--- config.mk ---
export PLATFORM = sky130hd
export DESIGN_NAME = cla_serial_adder
export DESIGN_NICKNAME = d
export VERILOG_FILES = /design/src/rtl/cla_pkg.sv /design/src/rtl/cla_4bit.sv /design/src/rtl/cla_serial_adder.sv
export SDC_FILE = /design/constraint.sdc
export NUM_CORES = 1
export LEC_CHECK = 0
export CAP_MARGIN = 15
export CORE_UTILIZATION = 45
export CTS_BUF_LIST = sky130_fd_sc_hd__clkbuf_4 sky130_fd_sc_hd__clkbuf_8
export DETAILED_ROUTE_END_ITERATION = 8
export GPL_ROUTABILITY_DRIVEN = 1
export PLACE_DENSITY = 0.78
export SETUP_SLACK_MARGIN = 0.3
export SLEW_MARGIN = 0
export SYNTH_ARGS = -nofsm -noshare
export SYNTH_HDL_FRONTEND = slang
export SYNTH_SLANG_ARGS = --single-unit
--- constraint.sdc ---
create_clock -name clk -period 3.2 [get_ports clk]
set_input_delay 0.48 -clock clk [delete_from_list [all_inputs] [get_ports clk]]
set_output_delay 0.48 -clock clk [all_outputs]
set_load 0.01 [all_outputs]
--- src/rtl/cla_pkg.sv ---
// Shared definitions for the nibble-serial CLA adder: slice width, FSM
// state encoding and width helpers used at elaboration time.
package cla_pkg;

  localparam int NIB_W = 4;

  typedef enum logic {
    IDLE = 1'b0,
    RUN  = 1'b1
  } state_e;

  function automatic int calc_nib(input int width);
    return width / NIB_W;
  endfunction

  // Width must split evenly into nibbles and give at least two of them.
  function automatic bit width_ok(input int width);
    return ((width % NIB_W) == 0) && (width >= 2 * NIB_W);
  endfunction

endpackage

--- src/rtl/cla_4bit.sv ---
// Four-bit carry-lookahead adder slice; purely combinational.
module cla_4bit (
  input  logic [3:0] a_i,
  input  logic [3:0] b_i,
  input  logic       c_i,
  output logic [3:0] s_o,
  output logic       c_o
);

  logic [3:0] g;
  logic [3:0] p;
  logic [4:0] c;

  assign g = a_i & b_i;
  assign p = a_i ^ b_i;

  // Every carry is expanded directly from c_i so no ripple path exists.
  assign c[0] = c_i;
  assign c[1] = g[0] | (p[0] & c_i);
  assign c[2] = g[1] | (p[1] & g[0]) | (p[1] & p[0] & c_i);
  assign c[3] = g[2] | (p[2] & g[1]) | (p[2] & p[1] & g[0])
              | (p[2] & p[1] & p[0] & c_i);
  assign c[4] = g[3] | (p[3] & g[2]) | (p[3] & p[2] & g[1])
              | (p[3] & p[2] & p[1] & g[0])
              | (p[3] & p[2] & p[1] & p[0] & c_i);

  assign s_o = p ^ c[3:0];
  assign c_o = c[4];

endmodule

--- src/rtl/cla_serial_adder.sv ---
// Wide add/subtract that walks the operands one nibble per cycle through a
// single cla_4bit slice, chaining the carry through a register.
module cla_serial_adder
  import cla_pkg::*;
#(
  parameter int WIDTH = 32
) (
  input  logic             clk,
  input  logic             rst,
  input  logic             start,
  input  logic             sub,
  input  logic [WIDTH-1:0] a,
  input  logic [WIDTH-1:0] b,
  input  logic             cin,
  output logic             busy,
  output logic             done,
  output logic [WIDTH-1:0] sum,
  output logic             cout
);

  localparam int NIB = calc_nib(WIDTH);
  localparam int KW  = (NIB > 1) ? $clog2(NIB) : 1;

  generate
    if (!width_ok(WIDTH)) begin : g_width_check
      $error("cla_serial_adder: WIDTH must be a multiple of 4 and >= 8");
    end
  endgenerate

  // Handshake: start is sampled only while busy=0; an accepted request
  // produces exactly one done pulse NIB cycles later unless rst intervenes.

  state_e           state_q, state_d;
  logic [KW-1:0]    k_q, k_d;
  logic [WIDTH-1:0] a_q, a_d;
  logic [WIDTH-1:0] b_q, b_d;
  logic [WIDTH-1:0] acc_q, acc_d;
  logic [WIDTH-1:0] sum_q, sum_d;
  logic             carry_q, carry_d;
  logic             cout_q, cout_d;
  logic             done_q, done_d;

  logic [NIB_W-1:0] nib_a;
  logic [NIB_W-1:0] nib_b;
  logic [NIB_W-1:0] nib_s;
  logic             nib_c;
  logic             last_nib;

  always_comb begin
    nib_a = '0;
    nib_b = '0;
    for (int n = 0; n < NIB; n++) begin
      if (k_q == KW'(n)) begin
        nib_a = a_q[n*NIB_W +: NIB_W];
        nib_b = b_q[n*NIB_W +: NIB_W];
      end
    end
  end

  assign last_nib = (k_q == KW'(NIB - 1));

  cla_4bit u_slice (
    .a_i (nib_a),
    .b_i (nib_b),
    .c_i (carry_q),
    .s_o (nib_s),
    .c_o (nib_c)
  );

  always_comb begin
    state_d = state_q;
    k_d     = k_q;
    a_d     = a_q;
    b_d     = b_q;
    acc_d   = acc_q;
    sum_d   = sum_q;
    carry_d = carry_q;
    cout_d  = cout_q;
    done_d  = 1'b0;

    case (state_q)
      IDLE: begin
        if (start) begin
          // Subtraction is a + ~b + 1, so B is inverted and carry forced.
          a_d     = a;
          b_d     = sub ? ~b : b;
          carry_d = sub ? 1'b1 : cin;
          k_d     = '0;
          acc_d   = '0;
          state_d = RUN;
        end
      end

      RUN: begin
        for (int n = 0; n < NIB; n++) begin
          if (k_q == KW'(n)) begin
            acc_d[n*NIB_W +: NIB_W] = nib_s;
          end
        end
        carry_d = nib_c;
        k_d     = k_q + 1'b1;
        if (last_nib) begin
          sum_d   = acc_d;
          cout_d  = nib_c;
          done_d  = 1'b1;
          k_d     = '0;
          state_d = IDLE;
        end
      end

      default: begin
        state_d = IDLE;
      end
    endcase
  end

  always_ff @(posedge clk) begin
    if (rst) begin
      state_q <= IDLE;
      k_q     <= '0;
      a_q     <= '0;
      b_q     <= '0;
      acc_q   <= '0;
      sum_q   <= '0;
      carry_q <= 1'b0;
      cout_q  <= 1'b0;
      done_q  <= 1'b0;
    end else begin
      state_q <= state_d;
      k_q     <= k_d;
      a_q     <= a_d;
      b_q     <= b_d;
      acc_q   <= acc_d;
      sum_q   <= sum_d;
      carry_q <= carry_d;
      cout_q  <= cout_d;
      done_q  <= done_d;
    end
  end

  assign busy = (state_q == RUN);
  assign done = done_q;
  assign sum  = sum_q;
  assign cout = cout_q;

endmodule

==> results by group <==
Place
  – DP HPWL: around 11 mm
  – Port buffer count: approximately 100
  – GP Congestion: roughly 0.90
  – Placement Setup Slack: -0.00600 ns

Critical path
  – CP Launch Point: k_q[0]
  – CP startpoint kind: flop
  – Worst setup endpoint: acc_q[14]
  – WS Path Type: flop to flop
  – Worst EP required: roughly 3.6 ns
  – Crit path DAT: roughly 3.4 ns
  – Worst r2r src: k_q[0]
  – Setup crit end kind: flop
  – Worst r2r dst: acc_q[14]
  – Reg-to-reg setup timing slack: approximately 0.17 ns
  – R2R cell count: 13
  – Crit-path max FO: 19

Floorplanning
  – # IOs: between 100 and 150
  – Site row count: 41
  – Starting Density: 46.9%
  – Die width: ~120 um
  – Core Area: between 0.01 and 0.015 mm^2
  – Die height: 118 um
  – Die area: about 0.014 mm^2

STA
  – Fin worst setup slack: between 0.15 and 0.2 ns
  – Tmin final: about 3.0 ns
  – Fin. Hold Viols: 0
  – Final Slew Violations: 0
  – Fin crit share: 94.8%
  – Slew headroom: 45.7%
  – Final hold slack: roughly 0.45 ns
  – Unrepaired setup endpoints after global routing: yes
  – # setup viols final: 0
  – Worst-margin pin slew: slightly above 0.8 ns
  – Max Freq: between 0.3 and 0.4 GHz
  – Fin Clk Skew: between 0.009 and 0.01 ns

Finish
  – Layout Area Growth over Synthesis: 34.6%
  – Layout cell share with drive strength beyond 1: between 10% and 20%
  – Most frequent cells in the layout: 128 x dfxtp_1, 114 x nand2_1, 101 x clkdlybuf4s50_1
  – Filler cells: between 1,000 and 1,500
  – Number of nets in the layout: about 900
  – Most common cell after layout, fill and taps aside: dfxtp_1
  – Antenna Cells: 0

Logic synthesis
  – #FFs+latches synth: around 130
  – Synth Cell Area: 0.00604 mm^2
  – Post-Synthesis Cells: between 700 and 800
  – Syn. warnings: 0
  – Sequential fraction of the synthesis area: between 40% and 50%
  – Syn nets: ~800
  – Netlist cell types: 43
  – Syn Area/Cell: 8.35 um^2

Power and ir drop
  – Worst VDD drop: between 0.0002 and 0.00025 V
  – P per Cell Area: between 400 and 500 mW/mm^2
  – Leak Pwr: around 2.9 nW

Clock tree
  – Num CTS Buffers: 17
  – CTS clk-pin slew, worst paths: roughly 0.08 ns
  – Clock Tree Buf Depth: 2
  – Maximum level of the CTS H-tree: 4
  – Hold Buf Count CTS: 0
  – Clock sinks: ~130
  – CTS tree: done
  – Clock latency on the worst-skew pair: between 0.4 and 0.5 ns
  – Clk root buf: clkbuf_8

Global routing
  – Largest net degree at the start of global routing: between 80 and 90
  – Initial antenna violation count: 0
  – Vias in the first global route: roughly 5,500
  – GRT overflow: 0
  – First-pass GRT wire length: 27.0 mm
  – GRT Total Usage: approximately 24%

Route
  – DR vias: between 5,000 and 6,000
  – Residual DRC: 0
  – WL/cell: approximately 17 um
  – Final wirelength: about 17 mm
  – Final ANT Viol Nets: 0
  – DRT Pass-1 Iters: 6
  – DRT iter0 DRCs: roughly 660
  – Vias per cell: 5.76

Min path
  – Worst Hold Class: flop to flop

Flow run
  – MaxCap Viol Count: 0

Status
  – Outcome: completed
[how the worst min path moves through the flow]
stage	from	slack [ns]	end	depth (start not counted)
2_1_floorplan	acc_q[14]	0.43	acc_q[14]	2
3_3_place_gp	acc_q[14]	0.43	acc_q[14]	2
4_1_cts	rst	0.45	k_q[0]	2
3_5_place_dp	sum[9]	0.44	sum[9]	2
6_report	sum[9]	0.45	sum[9]	2
5_1_grt	acc_q[2]	0.47	acc_q[2]	2
[registers in the layout, summed over array words and instances (netlist names)]
name and count:
busy 1, b_q 32, done 1, sum 32, acc_q 28, carry_q 1
a_q 32, k_q 3, cout 1
[timing repair]
item,in CTS,in global routing
gates resized for setup,41,37
cloned,2,0
setup endpoints to repair,53,60
endpoints found under the hold margin,0,0
buffers inserted,9,4
pin swaps,17,36
[cells by family (layout without fill, tap and decap cells)]
family | after synthesis | after routing | synth area share (%)
buffers and inverters | 75 | 180 | 5.32
muxes | 8 | 8 | 1.32
xor gates and xnor gates | 33 | 33 | 4.78
AOI/OAI and AO/OA | 221 | 222 | 24.5
DFF | 131 | 131 | 43.4
and+or+nand+nor | 245 | 245 | 18.3
adders and majority gates | 11 | 11 | 2.40
[where the power goes]
group          leakage [nW]  switching, W  internal, W  total, W
Combinational          1.62      0.000377     0.000309  0.000686
Clock                 0.209      0.000669     0.000833   0.00150
Sequential             1.07     0.0000478      0.00169   0.00174
Total                  2.90       0.00109      0.00284   0.00393
[worst max-delay path, cell delays in order (launching register included)]
cell      delay (ns)
dfxtp_4         0.37
buf_4           0.14
ha_2            0.21
buf_6           0.17
a21oi_2         0.17
o21ai_1         0.10
a211oi_2        0.30
o21ai_2         0.13
ha_1            0.34
a211o_1         0.36
o211ai_4        0.15
buf_6           0.19
nand4_1         0.12
a21oi_1         0.18
[area by class of cell]
type	count	area, um^2	area share (%)
sequential	131	2630	32.4
multi-input combinational	519	3470	42.7
tap	172	215	2.64
timing repair buffer	141	1360	16.7
clock buffer	21	277	3.40
clock inverter	11	153	1.88
inverter	7	32.5	0.400
[stage by stage]
| step | setup TNS [ns] | instance area (um^2) | instances | util, % | total power (W) |
|---|---|---|---|---|---|
| floorplan | 0 | 6130 | 724 | - | 0.00213 |
| global placement | 0 | 7240 | 955 | 56.3 | 0.00233 |
| detailed placement | -0.00600 | 7240 | 955 | 56.3 | 0.00235 |
| CTS | 0 | 7930 | 998 | 61.6 | 0.00386 |
| global route | 0 | 8140 | 1002 | 63.2 | 0.00406 |
| finish | 0 | 8140 | 1002 | 63.2 | 0.00393 |
[cell usage after synthesis, drive strengths merged]
master   instances  area share, %
a22oi           21            2.6
o31ai           13            2.2
a221oi           8            1.2
nand4           13            1.3
ha              10            2.1
a21o             7           0.87
or3              6           0.62
a211oi          35            4.3
a32oi           12            1.7
inv              7           0.43
a22o             1           0.14
nand3b           8           0.99
buf             29            2.4
or2b             4           0.50
a21oi           64            5.3
a31oi            7           0.72
and2             4           0.41
mux2i            8            1.3
nor3b            1           0.12
nor2b           14            1.4
a211o            3           0.58
a21boi           1           0.12
nor3             2           0.17
and4             1           0.14
nand2b          14            1.4
o31a             1           0.14
fa               1           0.33
clkbuf          39            2.4
o21ai           39            3.2
xnor2           33            4.8
nor2            62            3.9
nand2          115            7.1
a2bb2oi          6           0.87
o211ai           1           0.21
o21a             2           0.25
or2              1           0.10
dfxtp          131             43
[layer usage]
layer / track usage [%] / wire, um / part of all wire (%) / vias up
met4: 12.1 / 604 / 3.5 / 0
met2: 39.7 / 8510 / 49 / 293
met1: 29.2 / 6980 / 40 / 2700
li1: - / - / - / 2729
met3: 6.20 / 1370 / 7.8 / 52
met5: 0 / 0 / 0 / -
Power figures use the tool's default switching activity.
